--- src/rtl/rtc_pkg.sv ---
// Shared definitions for the time-of-day counter.
//   rtc_state_e : controller states (IDLE / RUN / LOAD)
//   SEC_MOD     : seconds field modulus
//   MIN_MOD     : minutes field modulus
package rtc_pkg;

  typedef enum logic [1:0] {
    ST_IDLE = 2'b00,
    ST_RUN  = 2'b01,
    ST_LOAD = 2'b10
  } rtc_state_e;

  localparam int SEC_MOD = 60;
  localparam int MIN_MOD = 60;

endpackage

--- src/rtl/rtc_tick_gen.sv ---
// One-second prescaler for the time-of-day counter.
// Counts 0..TICK_DIV-1 while run=1 and emits a tick on the terminal count.
// The count holds while run=0, so a paused clock keeps its partial second.
//   clk   : system clock
//   reset : asynchronous active-high reset
//   run   : advance the prescaler this cycle
//   clear : force the prescaler back to 0 (has priority over run)
//   tick  : combinational, high on the terminal count while run=1
module rtc_tick_gen #(
  parameter int TICK_DIV = 50_000_000
) (
  input  logic clk,
  input  logic reset,
  input  logic run,
  input  logic clear,
  output logic tick
);

  // A divide-by-one prescaler still needs a 1-bit register to stay legal.
  localparam int            CW   = (TICK_DIV > 1) ? $clog2(TICK_DIV) : 1;
  localparam logic [CW-1:0] LAST = CW'(TICK_DIV - 1);

  logic [CW-1:0] cnt_q, cnt_d;

  assign tick = run && (cnt_q == LAST);

  // NOTE: every combinational output gets a default first, so no path leaves
  // it unassigned and no latch is inferred.
  always_comb begin
    cnt_d = cnt_q;
    if (clear) begin
      cnt_d = '0;
    end else if (run) begin
      cnt_d = tick ? '0 : cnt_q + CW'(1);
    end
  end

  // NOTE: state registers use non-blocking assignments so every flop samples
  // the pre-edge value of every other flop.
  always_ff @(posedge clk or posedge reset) begin
    if (reset) cnt_q <= '0;
    else       cnt_q <= cnt_d;
  end

endmodule

--- src/rtl/rtc_time_counter.sv ---
// Hours/minutes/seconds time-of-day counter with pause, preset load and
// registered rollover strobes.
//   clk, reset                 : system clock, asynchronous active-high reset
//   enable                     : run request (level)
//   set                        : load request, priority over enable
//   setHr, setMin, setSec      : preset values captured when set=1
//   countHr, countMin, countSec: current time, binary
//   minPulse, hrPulse, dayPulse: one-cycle strobes, coincident with the wrap
//   running                    : high exactly in RUN cycles
module rtc_time_counter
  import rtc_pkg::*;
#(
  parameter int TICK_DIV = 50_000_000,
  parameter int HOURS    = 24,
  parameter int WIDTH    = 8
) (
  input  logic             clk,
  input  logic             reset,
  input  logic             enable,
  input  logic             set,
  input  logic [WIDTH-1:0] setHr,
  input  logic [WIDTH-1:0] setMin,
  input  logic [WIDTH-1:0] setSec,
  output logic [WIDTH-1:0] countHr,
  output logic [WIDTH-1:0] countMin,
  output logic [WIDTH-1:0] countSec,
  output logic             minPulse,
  output logic             hrPulse,
  output logic             dayPulse,
  output logic             running
);

  localparam logic [WIDTH-1:0] HR_MOD_W  = WIDTH'(HOURS);
  localparam logic [WIDTH-1:0] MIN_MOD_W = WIDTH'(MIN_MOD);
  localparam logic [WIDTH-1:0] SEC_MOD_W = WIDTH'(SEC_MOD);
  localparam logic [WIDTH-1:0] HR_LAST   = WIDTH'(HOURS - 1);
  localparam logic [WIDTH-1:0] MIN_LAST  = WIDTH'(MIN_MOD - 1);
  localparam logic [WIDTH-1:0] SEC_LAST  = WIDTH'(SEC_MOD - 1);

  rtc_state_e       state_q, state_d;
  logic [WIDTH-1:0] hr_q, hr_d, min_q, min_d, sec_q, sec_d;
  logic [WIDTH-1:0] pre_hr_q, pre_hr_d, pre_min_q, pre_min_d, pre_sec_q, pre_sec_d;
  logic             min_pulse_q, min_pulse_d;
  logic             hr_pulse_q, hr_pulse_d;
  logic             day_pulse_q, day_pulse_d;
  logic             running_q;
  logic             tick;
  logic             advance;

  rtc_tick_gen #(.TICK_DIV(TICK_DIV)) u_tick_gen (
    .clk   (clk),
    .reset (reset),
    .run   (state_q == ST_RUN),
    .clear (state_q == ST_LOAD),
    .tick  (tick)
  );

  // A set request arriving on a tick cycle wins: that tick is dropped.
  assign advance = tick && !set;

  always_comb begin
    state_d = state_q;
    case (state_q)
      ST_IDLE, ST_RUN: begin
        if (set)         state_d = ST_LOAD;
        else if (enable) state_d = ST_RUN;
        else             state_d = ST_IDLE;
      end
      ST_LOAD: state_d = enable ? ST_RUN : ST_IDLE;
      default: state_d = ST_IDLE;
    endcase
  end

  // Presets are captured on the set edge and written to the counters during
  // LOAD. Each field is range-checked on its own; out-of-range loads zero.
  always_comb begin
    pre_hr_d  = pre_hr_q;
    pre_min_d = pre_min_q;
    pre_sec_d = pre_sec_q;
    if (set && (state_q != ST_LOAD)) begin
      pre_hr_d  = (setHr  < HR_MOD_W)  ? setHr  : '0;
      pre_min_d = (setMin < MIN_MOD_W) ? setMin : '0;
      pre_sec_d = (setSec < SEC_MOD_W) ? setSec : '0;
    end
  end

  // Cascaded mod counters; each strobe is set in the same cycle as its wrap.
  always_comb begin
    sec_d       = sec_q;
    min_d       = min_q;
    hr_d        = hr_q;
    min_pulse_d = 1'b0;
    hr_pulse_d  = 1'b0;
    day_pulse_d = 1'b0;
    if (state_q == ST_LOAD) begin
      sec_d = pre_sec_q;
      min_d = pre_min_q;
      hr_d  = pre_hr_q;
    end else if (advance) begin
      if (sec_q == SEC_LAST) begin
        sec_d       = '0;
        min_pulse_d = 1'b1;
        if (min_q == MIN_LAST) begin
          min_d      = '0;
          hr_pulse_d = 1'b1;
          if (hr_q == HR_LAST) begin
            hr_d        = '0;
            day_pulse_d = 1'b1;
          end else begin
            hr_d = hr_q + WIDTH'(1);
          end
        end else begin
          min_d = min_q + WIDTH'(1);
        end
      end else begin
        sec_d = sec_q + WIDTH'(1);
      end
    end
  end

  // NOTE: the preset holding registers are reset along with everything else;
  // they are few, and it keeps a LOAD after reset deterministic.
  always_ff @(posedge clk or posedge reset) begin
    if (reset) begin
      state_q     <= ST_IDLE;
      hr_q        <= '0;
      min_q       <= '0;
      sec_q       <= '0;
      pre_hr_q    <= '0;
      pre_min_q   <= '0;
      pre_sec_q   <= '0;
      min_pulse_q <= 1'b0;
      hr_pulse_q  <= 1'b0;
      day_pulse_q <= 1'b0;
      running_q   <= 1'b0;
    end else begin
      state_q     <= state_d;
      hr_q        <= hr_d;
      min_q       <= min_d;
      sec_q       <= sec_d;
      pre_hr_q    <= pre_hr_d;
      pre_min_q   <= pre_min_d;
      pre_sec_q   <= pre_sec_d;
      min_pulse_q <= min_pulse_d;
      hr_pulse_q  <= hr_pulse_d;
      day_pulse_q <= day_pulse_d;
      running_q   <= (state_d == ST_RUN);
    end
  end

  assign countHr  = hr_q;
  assign countMin = min_q;
  assign countSec = sec_q;
  assign minPulse = min_pulse_q;
  assign hrPulse  = hr_pulse_q;
  assign dayPulse = day_pulse_q;
  assign running  = running_q;

endmodule

--- config.mk ---
export PLATFORM = sky130hd
export DESIGN_NAME = rtc_time_counter
export DESIGN_NICKNAME = d
export VERILOG_FILES = /design/src/rtl/rtc_pkg.sv /design/src/rtl/rtc_tick_gen.sv /design/src/rtl/rtc_time_counter.sv
export SDC_FILE = /design/constraint.sdc
export NUM_CORES = 1
export LEC_CHECK = 0
export CORE_ASPECT_RATIO = 0.6
export CORE_MARGIN = 1.5
export CORE_UTILIZATION = 50
export CTS_CLUSTER_DIAMETER = 60
export DETAILED_ROUTE_END_ITERATION = 16
export GPL_ROUTABILITY_DRIVEN = 0
export HOLD_SLACK_MARGIN = 0.05
export PLACE_DENSITY_LB_ADDON = 0.05
export RECOVER_POWER = 50
export SYNTH_ARGS = -nofsm -noshare
export SYNTH_HDL_FRONTEND = slang
export SYNTH_SLANG_ARGS = --single-unit
--- constraint.sdc ---
create_clock -name clk -period 3.4 [get_ports clk]
set_clock_uncertainty 0.05 [all_clocks]
set_input_delay 0.68 -clock clk [delete_from_list [all_inputs] [get_ports clk]]
set_output_delay 0.68 -clock clk [all_outputs]
set_load 0.05 [all_outputs]
==> flow_metrics.env <==
export IMPL_outcome="finished clean"
export IMPL_synth_ff_type="dfrtp_1"
export IMPL_rows=25
export IMPL_slew_violations=0
export IMPL_wl_mm=9.978
export IMPL_cts_setup_buffers=0
export IMPL_rsz0062_at_grt="no"
export IMPL_die_y_um=73.63
export IMPL_clock_tree_buffer_depth=2
export IMPL_clkSlewWorstSetupHoldPaths_ps=60
export IMPL_seq_area_frac_synth_pct=48.16
export IMPL_worstSetupEndpointType="register"
export IMPL_fp_dieArea_um2=8887
export IMPL_ctsHoldBuffers=0
export IMPL_synth_cells=442
export IMPL_clkSinkCount=80
export IMPL_relSlewSlack_pct=19.07
export IMPL_die_w_um=120.7
export IMPL_min_period_ps=2865
export IMPL_viasPerCell=5.686
export IMPL_worstMarginPinSlew_ps=1214
export IMPL_yosysUniqueCellTypes=59
export IMPL_ioPinCount=56
export IMPL_worstSetupPathType="reg2reg"
export IMPL_grt_util_all_layers_pct=24.60
export IMPL_antenna_left=0
export IMPL_antenna_found_initial=0
export IMPL_place_hpwl_mm=7.201
export IMPL_gr_total_overflow=0
export IMPL_port_buffers=55
export IMPL_cts_tree="built"
export IMPL_post_route_cell_area_um2=5105
export IMPL_yosys_warnings=0
export IMPL_start_util_pct=52.11
export IMPL_cp_required_ps=3560
export IMPL_critPathArrivalTime_ps=3030
export IMPL_ir_drop_v=0.0003923
export IMPL_setup_ws_ps=535.1
export IMPL_ys_seq_elements=80
export IMPL_drcViolationCount=0
export IMPL_hold_viol=0
export IMPL_hold_end="pre_min_q[0]$_DFFE_PP0P_"
export IMPL_rr_endpoint="countHr[4]$_DFFE_PP0P_"
export IMPL_grt_pass1_wl_mm=16.60
export IMPL_fmax_mhz=349.1
export IMPL_clock_latency_ps=330
export IMPL_syn_num_nets=478
export IMPL_placed_area_um2=4861
export IMPL_vias=3497
export IMPL_grt_start_max_net_pins=40
export IMPL_fin_crit_sh_pct=84.26
export IMPL_critPathLaunchType="register"
export IMPL_crit_fanout=9
export IMPL_cts_root_buf="clkbuf_16"
export IMPL_hp_class="reg2reg"
export IMPL_drtIter0Drc=263
export IMPL_hold_depth=2
export IMPL_insertedDiodeCount=0
export IMPL_dr_pass1_iters=5
export IMPL_numCtsBuffers=9
export IMPL_tns_ps=0
export IMPL_min_from="pre_min_q[0]$_DFFE_PP0P_"
export IMPL_final_net_count=538
export IMPL_whs_ps=430.2
export IMPL_cts_resized=0
export IMPL_async_flop_share_pct=100.0
export IMPL_setup_viol=0
export IMPL_drive_gt1_share_pct=7.890
export IMPL_wl_per_cell_um=16.22
export IMPL_post_place_ws_ps=292.3
export IMPL_syn_to_final_growth_pct=22.82
export IMPL_avgSynthCellArea_um2=9.404
export IMPL_drv_cap=0
export IMPL_synth_area_um2=4156
export IMPL_ctsHtreeMaxLevel=3
export IMPL_leakage_nw=2.209
export IMPL_synth_edf_count=0
export IMPL_grt_pass1_vias=3199
export IMPL_r2r_cells=5
export IMPL_regToRegStartpoint="u_tick_gen.cnt_q[16]$_DFFE_PP0P_"
export IMPL_power_density_nw_per_um2=577.3
export IMPL_core_area_um2=7976
export IMPL_reg2reg_slack_ps=540
## worst max-delay path, stage by stage, from the launching register on
cell and delay (ps):
dfrtp_1 440, or4_1 610, or4_4 620, or4_1 750, a22oi_2 190, nand3_1 80
## cell usage in the layout, fill, tap and decap left out, drive strengths merged, types with 8 or more instances in the layout
master,count
a21oi,11
and2,10
buf,10
clkbuf,15
clkdlybuf4s50,53
dfrtp,80
ha,8
nand2,62
nand3,35
nand4,15
nor2,46
nor3,9
nor4,10
o21ai,23
xor2,19
## state kept, by name (all words and copies together), names as in the netlist
register and count:
u_tick_gen.cnt_q 26, countHr 8, countMin 8, countSec 8, pre_hr_q 8, pre_min_q 8
pre_sec_q 8, state_q 2, dayPulse 1, hrPulse 1, minPulse 1, running 1
## where the power goes
part           internal [W]  leakage [nW]  switching, W
combinational      0.000308         0.993      0.000530
clock              0.000509         0.136      0.000365
sequential          0.00107          1.08      0.000166
total               0.00189          2.21       0.00106
## routing by layer
metal	GRT usage, %	routed length (um)	share of wire (%)	vias up
li1	-	-	-	1692
met1	38.91	5292	53	1690
met2	33.14	4079	41	107
met3	6.522	532	5.3	8
met4	5.752	75	0.75	0
met5	0	0	0	-
## per-stage QoR
stage	instances	power (W)	util, %
floorplan	442	0.001777	-
finish	615	0.002947	64.00
detailed placement	599	0.002090	60.94
global route	615	0.003098	64.00
CTS	615	0.002970	64.28
global placement	599	0.002072	60.94
## layout make-up
class | count | area [um^2]
fill | 684 | 2872
multi-input combinational | 335 | 2033
sequential | 80 | 2002
timing repair buffer | 68 | 638.1
clock buffer | 12 | 246.5
tap | 108 | 135.1
inverter | 8 | 30.03
clock inverter | 4 | 20.02
## cell usage after synthesis, drive strengths merged, types with 4 or more instances
| cell type | instances | area, um^2 |
|---|---|---|
| dfrtp | 80 | 2002 |
| nand3 | 35 | 175.2 |
| a22o | 5 | 43.79 |
| o21ai | 23 | 115.1 |
| nand4b | 4 | 35.03 |
| buf | 6 | 42.54 |
| a21oi | 11 | 55.05 |
| and3 | 6 | 37.54 |
| nand4 | 15 | 93.84 |
| or3 | 4 | 25.02 |
| xnor2 | 7 | 61.31 |
| nor3b | 4 | 30.03 |
| inv | 7 | 26.28 |
| and2 | 10 | 62.56 |
| mux2i | 4 | 40.04 |
| nor3 | 9 | 56.31 |
| clkbuf | 13 | 48.80 |
| nor4 | 10 | 68.81 |
| nor2 | 46 | 180.2 |
| xor2 | 19 | 166.4 |
| nand2 | 62 | 232.7 |
| ha | 8 | 100.1 |
| nor2b | 7 | 43.79 |
## kinds of logic after synthesis
| group | synth area share [%] |
|---|---|
| simple gates | 29.08 |
| flops | 48.16 |
| compound gates | 10.17 |
| buf+inv | 2.920 |
| xor+xnor | 5.479 |
| fa+ha+maj | 2.408 |
| mux | 1.776 |
## how the worst max path moves through the flow
stage,start,end,slack [ps],cells after the start
2_1_floorplan,reset,countHr[0]$_DFFE_PP0P_,620,1
3_3_place_gp,set,countHr[3]$_DFFE_PP0P_,310,6
4_1_cts,u_tick_gen.cnt_q[16]$_DFFE_PP0P_,countHr[5]$_DFFE_PP0P_,540,5
6_report,u_tick_gen.cnt_q[16]$_DFFE_PP0P_,countHr[4]$_DFFE_PP0P_,540,5
3_5_place_dp,set,countHr[4]$_DFFE_PP0P_,290,6
5_1_grt,reset,pre_sec_q[6]$_DFFE_PP0P_,220,3
No activity file was read; power rests on OpenSTA's default activity.
